**config.mk**
```make
export PLATFORM = sky130hd
export DESIGN_NAME = dual_port_ram
export DESIGN_NICKNAME = d
export VERILOG_FILES = /design/src/rtl/dual_port_ram_pkg.sv /design/src/rtl/dual_port_ram_port.sv /design/src/rtl/dual_port_ram.sv
export SDC_FILE = /design/constraint.sdc
export NUM_CORES = 1
export LEC_CHECK = 0
export CORE_MARGIN = 2
export CORE_UTILIZATION = 25
export DETAILED_ROUTE_END_ITERATION = 12
export GPL_TIMING_DRIVEN = 0
export PLACE_DENSITY_LB_ADDON = 0.2
export SLEW_MARGIN = 10
export SYNTH_ARGS = -nofsm -noshare
export SYNTH_HDL_FRONTEND = slang
export SYNTH_HIERARCHICAL = 1
export SYNTH_SLANG_ARGS = --single-unit
```
**constraint.sdc**
```tcl
create_clock -name clk -period 2.28 [get_ports clk]
set_clock_uncertainty 0.2 [all_clocks]
set_input_delay 0.456 -clock clk [delete_from_list [all_inputs] [get_ports clk]]
set_output_delay 0.456 -clock clk [all_outputs]
set_load 0.02 [all_outputs]
```
**src/rtl/dual_port_ram_pkg.sv**
```systemverilog
// dual_port_ram_pkg: shared size defaults for the dual-port RAM.
//   DATA_W_DEF : default word width
//   ADDR_W_DEF : default address width
//   DEPTH      : default number of words (2**ADDR_W_DEF)
package dual_port_ram_pkg;
    localparam int DATA_W_DEF = 8;
    localparam int ADDR_W_DEF = 3;
    localparam int DEPTH      = 2 ** ADDR_W_DEF;
endpackage

```
**src/rtl/dual_port_ram_port.sv**
```systemverilog
// dual_port_ram_port: registered read-data path of one RAM port.
//   clk, rst_n : clock, synchronous active-low reset
//   en_i, wr_i : port enable and write strobe
//   rdata_i    : current array word at this port's address
//   dout_o     : registered read data; holds on writes and idle cycles
module dual_port_ram_port
    import dual_port_ram_pkg::*;
#(
    parameter int DATA_W = DATA_W_DEF
) (
    input  logic              clk,
    input  logic              rst_n,
    input  logic              en_i,
    input  logic              wr_i,
    input  logic [DATA_W-1:0] rdata_i,
    output logic [DATA_W-1:0] dout_o
);
    logic [DATA_W-1:0] dout_q, dout_d;

    always_comb dout_d = (en_i && !wr_i) ? rdata_i : dout_q;

    always_ff @(posedge clk) begin
        if (!rst_n) dout_q <= '0;
        else        dout_q <= dout_d;
    end

    assign dout_o = dout_q;
endmodule

```
**src/rtl/dual_port_ram.sv**
```systemverilog
// dual_port_ram: true dual-port synchronous RAM with write-write collision flag.
//   clk, rst_n              : clock, synchronous active-low reset
//   enA/wrA/addA/dinA/doutA : port A enable, write strobe, address, data in/out
//   enB/wrB/addB/dinB/doutB : port B enable, write strobe, address, data in/out
//   collision               : registered; high one cycle after a same-address dual write
module dual_port_ram
    import dual_port_ram_pkg::*;
#(
    parameter int DATA_W = DATA_W_DEF,
    parameter int ADDR_W = ADDR_W_DEF
) (
    input  logic              clk,
    input  logic              rst_n,
    input  logic              enA,
    input  logic              wrA,
    input  logic [ADDR_W-1:0] addA,
    input  logic [DATA_W-1:0] dinA,
    output logic [DATA_W-1:0] doutA,
    input  logic              enB,
    input  logic              wrB,
    input  logic [ADDR_W-1:0] addB,
    input  logic [DATA_W-1:0] dinB,
    output logic [DATA_W-1:0] doutB,
    output logic              collision
);
    localparam int DEPTH_L = 2 ** ADDR_W;

    logic [DATA_W-1:0] mem_q [DEPTH_L];
    logic [DATA_W-1:0] mem_d [DEPTH_L];
    logic              collision_q, collision_d;
    logic              wr_a, wr_b;

    assign wr_a = enA && wrA;
    assign wr_b = enB && wrB;

    // Port A is applied last so it overrides B on a same-address write.
    always_comb begin
        mem_d = mem_q;
        if (wr_b) mem_d[addB] = dinB;
        if (wr_a) mem_d[addA] = dinA;
        collision_d = wr_a && wr_b && (addA == addB);
    end

    always_ff @(posedge clk) begin
        if (!rst_n) begin
            mem_q       <= '{default: '0};
            collision_q <= 1'b0;
        end else begin
            mem_q       <= mem_d;
            collision_q <= collision_d;
        end
    end

    // Read ports sample the pre-edge array, giving read-first behaviour.
    dual_port_ram_port #(.DATA_W(DATA_W)) u_port_a (
        .clk    (clk),
        .rst_n  (rst_n),
        .en_i   (enA),
        .wr_i   (wrA),
        .rdata_i(mem_q[addA]),
        .dout_o (doutA)
    );

    dual_port_ram_port #(.DATA_W(DATA_W)) u_port_b (
        .clk    (clk),
        .rst_n  (rst_n),
        .en_i   (enB),
        .wr_i   (wrB),
        .rdata_i(mem_q[addB]),
        .dout_o (doutB)
    );

    assign collision = collision_q;
endmodule

```
======== Yosys cells after proc, flatten, opt, wreduce, memory -nomap -nowiden ========
Cells that the tools add are included.
W data, S select, Z words.
storage, ports and cells
  flip-flop bits (word level) ............. 81
  input port bits ......................... 28
  word-level logic and storage cells ...... 42
cells by class
  $lt $le $gt $ge ......................... 4
  equal/unequal tests ..................... 1
  mux-type cells .......................... 14
  bitwise logic cells ..................... 2
  reduce and logical (&&, ||, !) cells .... 10
operators by type and width
  cell                  count
  $bwmux W64            2
  $mux W64              2
  $bmux W8 S3           2
  $demux W8 S3          2
  $mux W8               6
  $ge A4 B4 Y1 const B  2
  $logic_and A1 B1 Y1   8
  $lt A4 B1 Y1 const B  2
  $not A3 Y4            2
  $eq A3 B3 Y1          1
  $logic_not A1 Y1      2

======== Depth between registers and ports, before layout ========
Gate-level depths: netlist (run 1).
  word-level depth ........................ 9
  gate-level depth with buffers ........... 8

======== By module ========
The synthesis (run 1) kept the hierarchy.
by module, submodules not included
  module              times used  cells an instance  area each (um^2)  seq. area each (um^2)
  dual_port_ram       1           560                4,521.8           1,301.2
  dual_port_ram_port  2           36                 330.3             160.2

======== Least setup slack after synthesis (run 1) ========
No wires, ideal clock.
  path kind ............................... in2reg
  from .................................... in addB[2]
  to ...................................... reg u_port_b.dout_q[5], in the netlist u_port_b/dout_o[5]
  arrival time ............................ 1.555 ns
  data required time ...................... 1.960 ns
  path slack .............................. 0.405 ns
  cell stages on the path ................. 6
  path through ............................ buf_6 > mux2_2 > a221o_1 > a221o_1 > nand2_1 > mux2i_1
between the ends
  word-level cells in the longest chain between the ends .. 4
ends and longest elaborated chain
  item                                         line                      RTL
  start, declared                              dual_port_ram.sv:21       input logic [ADDR_W-1:0] addB,
  $not A3 Y4 (implied by the code)             dual_port_ram.sv:69       .rdata_i(mem_q[addB]),
  $bmux W8 S3                                  dual_port_ram.sv:69
  $mux W8 (implied by the code) (2 in series)  dual_port_ram.sv:69
  end signal, assigned                         dual_port_ram_port.sv:24  else dout_q <= dout_d;
  end, declared                                dual_port_ram_port.sv:18  logic [DATA_W-1:0] dout_q, dout_d;
No other way between the ends. The select of a mux whose other input is x is not followed.
A chain may end at the register's enable or synchronous reset.

======== Worst setup path after layout (run 1) ========
  from .................................... in addB[1]
  to ...................................... reg u_port_b.dout_q[5], in the netlist u_port_b/dout_o[5]
The elaborated chain is that of the path after synthesis.

==> impl_metrics.ini, run 1 <==
[grt]
antenna_found_initial = 0
grtUsageTotal = 0.209
grt_max_degree = 15
overflow = 0
grt_pass1_wl_mm = 34.2
grt_pass1_vias = 5464

[worst_setup_path]
crit_arrival_ps = 2240
crit_end = u_port_b/dout_o[5]
reg2reg_from = mem_q[29]
r2r_slack_ps = 530
crit_path_end_kind = flip-flop
crit_type = in -> reg
startpoint = addB[1]
timing.rr.end = u_port_b/dout_o[5]
critPathLaunchType = input pin
critPathMaxFanout = 9
reg2regPathDepth = 5
cp.required_ps = 2320

[yosys]
synth_edf_count = 0
syn_inst = 632
synth_xor_area_frac = 0.00507
synth-compound-area-share = 0.275
synth_area_leaders = dfxtp_1, o31ai_1, a31oi_1, o21ai_0, mux4_2
avgSynthCellArea_sq_um = 8.20
synth_warnings = 6
synth_top_area_share = 0.313
syn_nets = 660
muxShareOfSynthArea = 0.130
ys_ff_latch = 81
yosysUniqueCellTypes = 51
synth-adder-area-share = 0
synth_area_leader_cell = dfxtp_1
ys_async_sr_fraction = 0
seq_area_frac_synth = 0.313
netlist_area_sq_um = 5180
synthSimpleGateAreaFrac = 0.190
ys.flop_type = dfxtp_1
synth_top_family_by_area = compound AO/OA/AOI/OAI gates

[drt]
ant_nets = 0
wl_mm = 22.8
wire_per_inst_um = 23.9
drtPass1Iterations = 7
viasPerCell = 5.90
dr_total_vias = 5639
drtIter0Drc = 710
drc = 0

[finish]
layout-drive-gt1-share = 0.143
n_antenna_cell = 0
final_core_util = 0.307
syn2layout_area_growth_pct = 20.3
nets = 708

[timing]
drv_slew = 0
finalSetupViolations = 0
worstMarginPinSlew_ps = 670
hold_viol = 0
fin_crit_sh = 0.967
rsz0062_at_grt = false
max_freq_ghz = 0.454
worst_slack_ps = 76.0
setup_tns_ps = 0
period_needed_ps = 2200
slew-limit-headroom = 0.554
timing.hold.ws_ps = 258

[placed_design]
port_buffers = 35
gp_congestion = 0.965
dp_hpwl_mm = 17.1
preCtsSetupSlack_ps = -384

[power]
power_w = 0.00372
power.density_nw_per_um2 = 596
cellLeakagePower_nw = 1.98
ir_worst_vdd_mv = 0.357

[clocking]
cts_tree = done
cts-root-buf = clkbuf_16
insertion_delay_ps = 360
cts_buffer_depth = 2
cts.hold.buffers_added = 0
path_clk_slew_ps = 60
cts.sinks = 81
h-tree-depth = 3
numCtsBuffers = 9

[min_path]
holdCritStartpoint = u_port_b/dout_o[3]
hp-class = reg -> reg

[job]
maxCapViolations = 0

[floorplanning]
io_pins = 45
num_rows = 52
die_area_sq_um = 21900
die_h_um = 148
coreArea_sq_um = 20300
start_util = 0.255
die_w_um = 148

[outcome]
outcome = finished clean
## where the power goes
group	leakage (nW)	switching, W	internal (W)
clock network	0.152	0.000646	0.000959
logic	1.17	0.000394	0.000214
registers	0.656	0.0000482	0.00146
total	1.98	0.00109	0.00263
## worst max-delay path: stages
cell and delay (ps):
clkdlybuf4s50_1 530, nor2b_1 190, buf_2 220, a221o_1 390, a221o_1 320, nand2_1 60
mux2i_1 60
## placed cells by master, fill, tap and decap left out, types with 4 or more instances in the layout
cell,instances
a21oi_1,7
a31oi_1,64
and3_1,6
buf_1,10
buf_2,24
buf_4,9
buf_6,8
clkbuf_1,28
clkbuf_16,9
clkbuf_2,4
clkbuf_4,4
clkdlybuf4s50_1,35
dfxtp_1,81
inv_1,4
mux2_2,8
mux2i_1,27
mux4_2,14
nand2_1,68
nand2b_1,5
nand3_1,43
nand3b_1,6
nand4_1,16
nor2b_1,8
nor3b_1,12
o21ai_0,65
o22ai_1,4
o31ai_1,64
or2_2,4
or3b_2,4
## final cells by class
cell class	count	area [sq um]
tap	270	338
clock buffer	9	225
fill	2217	14100
sequential	81	1620
inverter	4	15.0
timing repair buffer	37	365
buffer	85	455
clock inverter	7	93.8
multi-input combinational	462	3120
## synthesized netlist by cell type, types with 2 or more instances
library cell   n
a21oi_1        7
mux2i_1       27
buf_6          6
or2_2          4
nand4_1       16
mux2_2         8
o211ai_1       3
a31oi_1       64
nand2b_1       5
o22ai_1        4
o31ai_1       64
buf_2         27
nor2b_1        8
nand2_1       68
nand3_1       44
nor3b_1       12
or2_1          2
dfxtp_1       81
a2111o_1       2
a221o_1        2
nor2_1         3
a221oi_1       2
nand3b_1       6
buf_1          9
xor2_1         3
or3b_2         4
o21ai_0       65
or3_1          2
mux4_2        14
clkbuf_2       2
buf_4          8
clkbuf_1      33
inv_1          4
and3_1         6
## logic make-up (layout without fill, tap and decap cells)
kind of cell              count (synthesis)  count (layout)
AOI/OAI and AO/OA                       222             222
and+or+nand+nor                         188             188
buffers and inverters                    89             142
DFF                                      81              81
muxes                                    49              49
xor gates and xnor gates                  3               3
## layer usage
layer  global-route usage  share of wire
met4               0.0871          0.040
met5                    0              0
met1                0.284           0.43
met2                0.307           0.42
met3               0.0611           0.11
## how the worst min path moves through the flow
stage                               to  slack, ps  cells after the start
floorplan                    mem_q[54]        260                      2
global placement    u_port_b/dout_o[2]        240                      2
detailed placement  u_port_b/dout_o[2]        250                      2
CTS                 u_port_b/dout_o[2]        260                      2
global route        u_port_b/dout_o[7]        280                      2
finish              u_port_b/dout_o[3]        260                      2
## timing repair
item	CTS	global route
gates cloned	0	0
endpoints found under the setup margin	1	52
setup buffers	0	2
resized for setup	2	16
pin swaps	0	2
## sequential cells by signal (all words and copies together), names as in the netlist
signal / count
collision: 1
mem_q: 64
u_port_a/dout_o: 8
u_port_b/dout_o: 8
## stage by stage
step                      instances  area (sq um)
after floorplan                 632          5180
after global placement          937          5870
after detailed placement        937          5870
after CTS                       953          6190
after global routing            955          6230
final                           955          6230
Power figures use the tool's default switching activity.
==> run 2, diff against run 1 <==
--- a/config.mk
+++ b/config.mk
@@ -10,6 +10,7 @@
 export DETAILED_ROUTE_END_ITERATION = 12
 export GPL_TIMING_DRIVEN = 0
 export PLACE_DENSITY_LB_ADDON = 0.2
+export RECOVER_POWER = 50
 export SLEW_MARGIN = 10
 export SYNTH_ARGS = -nofsm -noshare
 export SYNTH_HDL_FRONTEND = slang
==> run 2 against run 1 <==
  * Power increased by 0.20%
  * Sequential cell count unchanged
  * Via count increased by 0.39%
  * Routed wire length rose by 0.49%
  * Hold slack lost 3.3 ps
  * Setup slack worse by 11 ps
  * Critical endpoint unchanged
  * Sequential power about the same
  * Global-route usage did not move
  * Final cell count did not move
  * Clock power hardly changed
  * Largest cell class unchanged
  * Clock-buffer cell count stayed put
  * Die area unchanged
==> impl_metrics.ini, run 2 (synthesis gave the netlist of run 1 again) <==
[power]
cellLeakagePower_nw = 2.04
p_sw_w = 0.00110
ir_worst_vdd_mv = 0.359
comb_power_share = 0.163
seqPwrFrac = 0.404
swShare = 0.295
p_clk_frac = 0.433
power.density_nw_per_um2 = 597
p_int_w = 0.00263
power_w = 0.00373

[worst_setup_path]
critPathMaxFanout = 9
timing.rr.end = u_port_b/dout_o[5]
cpPeakStageDelay_ps = 540
cp.required_ps = 2320
cp_common_cell = a221o_1
crit_path_end_kind = flip-flop
crit_type = in -> reg
reg2reg_from = mem_q[29]
crit_arrival_ps = 2250
cp_slowest_cell = clkdlybuf4s50_1
path_cells = clkdlybuf4s50_1, nor2b_1, buf_2, a221o_1, a221o_1, nand2_1, mux2i_1
critPathLaunchType = input pin
r2r_slack_ps = 540
reg2regPathDepth = 5

[grt]
grtUsageTotal = 0.209
grt_pass1_wl_mm = 34.2
grt_pass1_vias = 5464
overflow = 0
antenna_found_initial = 0
grt_max_degree = 15

[timing]
slew-limit-headroom = 0.548
worstMarginPinSlew_ps = 678
setup_tns_ps = 0
max_freq_ghz = 0.451
hold_viol = 0
fin_crit_sh = 0.972
period_needed_ps = 2220
finalSetupViolations = 0
worst_slack_ps = 64.8
drv_slew = 0
rsz0062_at_grt = false

[min_path]
hp-class = reg -> reg
hold_path_depth = 2
holdCritStartpoint = u_port_b/dout_o[3]
whs_endpoint = u_port_b/dout_o[3]

[floorplanning]
num_rows = 52
die_h_um = 148
io_pins = 45
die_w_um = 148
coreArea_sq_um = 20300
die_area_sq_um = 21900
start_util = 0.255

[drt]
drc = 0
viasPerCell = 5.93
dr_total_vias = 5661
wire_per_inst_um = 24.0
drtIter0Drc = 689
drtPass1Iterations = 7
wl_mm = 22.9
ant_nets = 0

[clocking]
cts-root-buf = clkbuf_16
numCtsBuffers = 9
cts_buffer_depth = 2
path_clk_slew_ps = 60
insertion_delay_ps = 360
cts.sinks = 81
h-tree-depth = 3
cts_tree = done

[finish]
layout_common_cells = dfxtp_1, nand2_1, o21ai_0
syn2layout_area_growth_pct = 20.3
regMostFlops = mem_q
layout-drive-gt1-share = 0.143
layout_commonest_cell = dfxtp_1
nets = 708
final_core_util = 0.307
largest_reg_flops = 64
n_antenna_cell = 0

[placed_design]
preCtsSetupSlack_ps = -384
dp_hpwl_mm = 17.1
port_buffers = 35
gp_congestion = 0.965

[job]
maxCapViolations = 0

[outcome]
outcome = finished clean
==> run 2: cell types whose count changed in the layout (fill, tap and decap cells not counted) <==
| cell | before | now |
|---|---|---|
| buf_2 | 24 | 19 |
| clkbuf_2 | 4 | 9 |
| clkdlybuf4s50_1 | 35 | 18 |
| dlygate4sd3_1 | 0 | 17 |
==> run 2: how the worst max path moves through the flow <==
stage	end	start	depth (start not counted)	slack, ps
floorplan	u_port_b/dout_o[5]	addB[2]	6	400
global placement	u_port_b/dout_o[4]	addB[0]	7	-380
detailed placement	u_port_b/dout_o[4]	addB[0]	7	-380
CTS	u_port_a/dout_o[7]	addA[0]	8	10
global route	mem_q[41]	addB[1]	5	1
finish	u_port_b/dout_o[5]	addB[1]	7	60
==> run 2: power by group through the flow <==
stage / registers, W / logic [W] / clock network, W
final: 0.00150 / 0.000607 / 0.00161
after global routing: 0.00151 / 0.000646 / 0.00167
after CTS: 0.00150 / 0.000589 / 0.00163
after detailed placement: 0.00153 / 0.000586 / 0
after global placement: 0.00153 / 0.000580 / 0
after floorplan: 0.00151 / 0.000359 / 0
==> run 2: metrics by stage <==
stage          hold slack, ps  instance area, sq um  cells
5_1_grt                   276                  6230    955
2_1_floorplan             261                  5180    632
4_1_cts                   260                  6190    953
3_3_place_gp              242                  5870    937
3_5_place_dp              248                  5870    937
6_report                  254                  6230    955
==> run 2: critical path, delay by kind of cell <==
family / cells / cell delay (ps)
mux: 1 / 60
buf+inv: 2 / 760
simple gates: 2 / 250
compound gates: 2 / 710
==> run 2: per-layer routing <==
metal  part of all wire  GRT usage  wire length (um)  vias up
li1                   -          -                 -     2497
met1               0.43      0.284              9850     2685
met2               0.41      0.307              9510      391
met3               0.11     0.0611              2610       88
met4              0.041     0.0871               947        0
met5                  0          0                 0        -
==> run 2: what timing repair did <==
| action | CTS | global route |
|---|---|---|
| resized for setup | 2 | 16 |
| hold buffers | 0 | 0 |
| endpoints found under the setup margin | 1 | 52 |
| setup buffers | 0 | 2 |
| pin swaps | 0 | 2 |
==> run 2: final cells by class <==
cell class | count | area (sq um)
plain buffers | 85 | 455
clock buffers | 9 | 225
clock inverters | 7 | 93.8
fillers | 2217 | 14100
inverters | 4 | 15.0
multi-input cells | 462 | 3120
flip-flops and latches | 81 | 1620
well taps | 270 | 338
repair buffers | 37 | 365
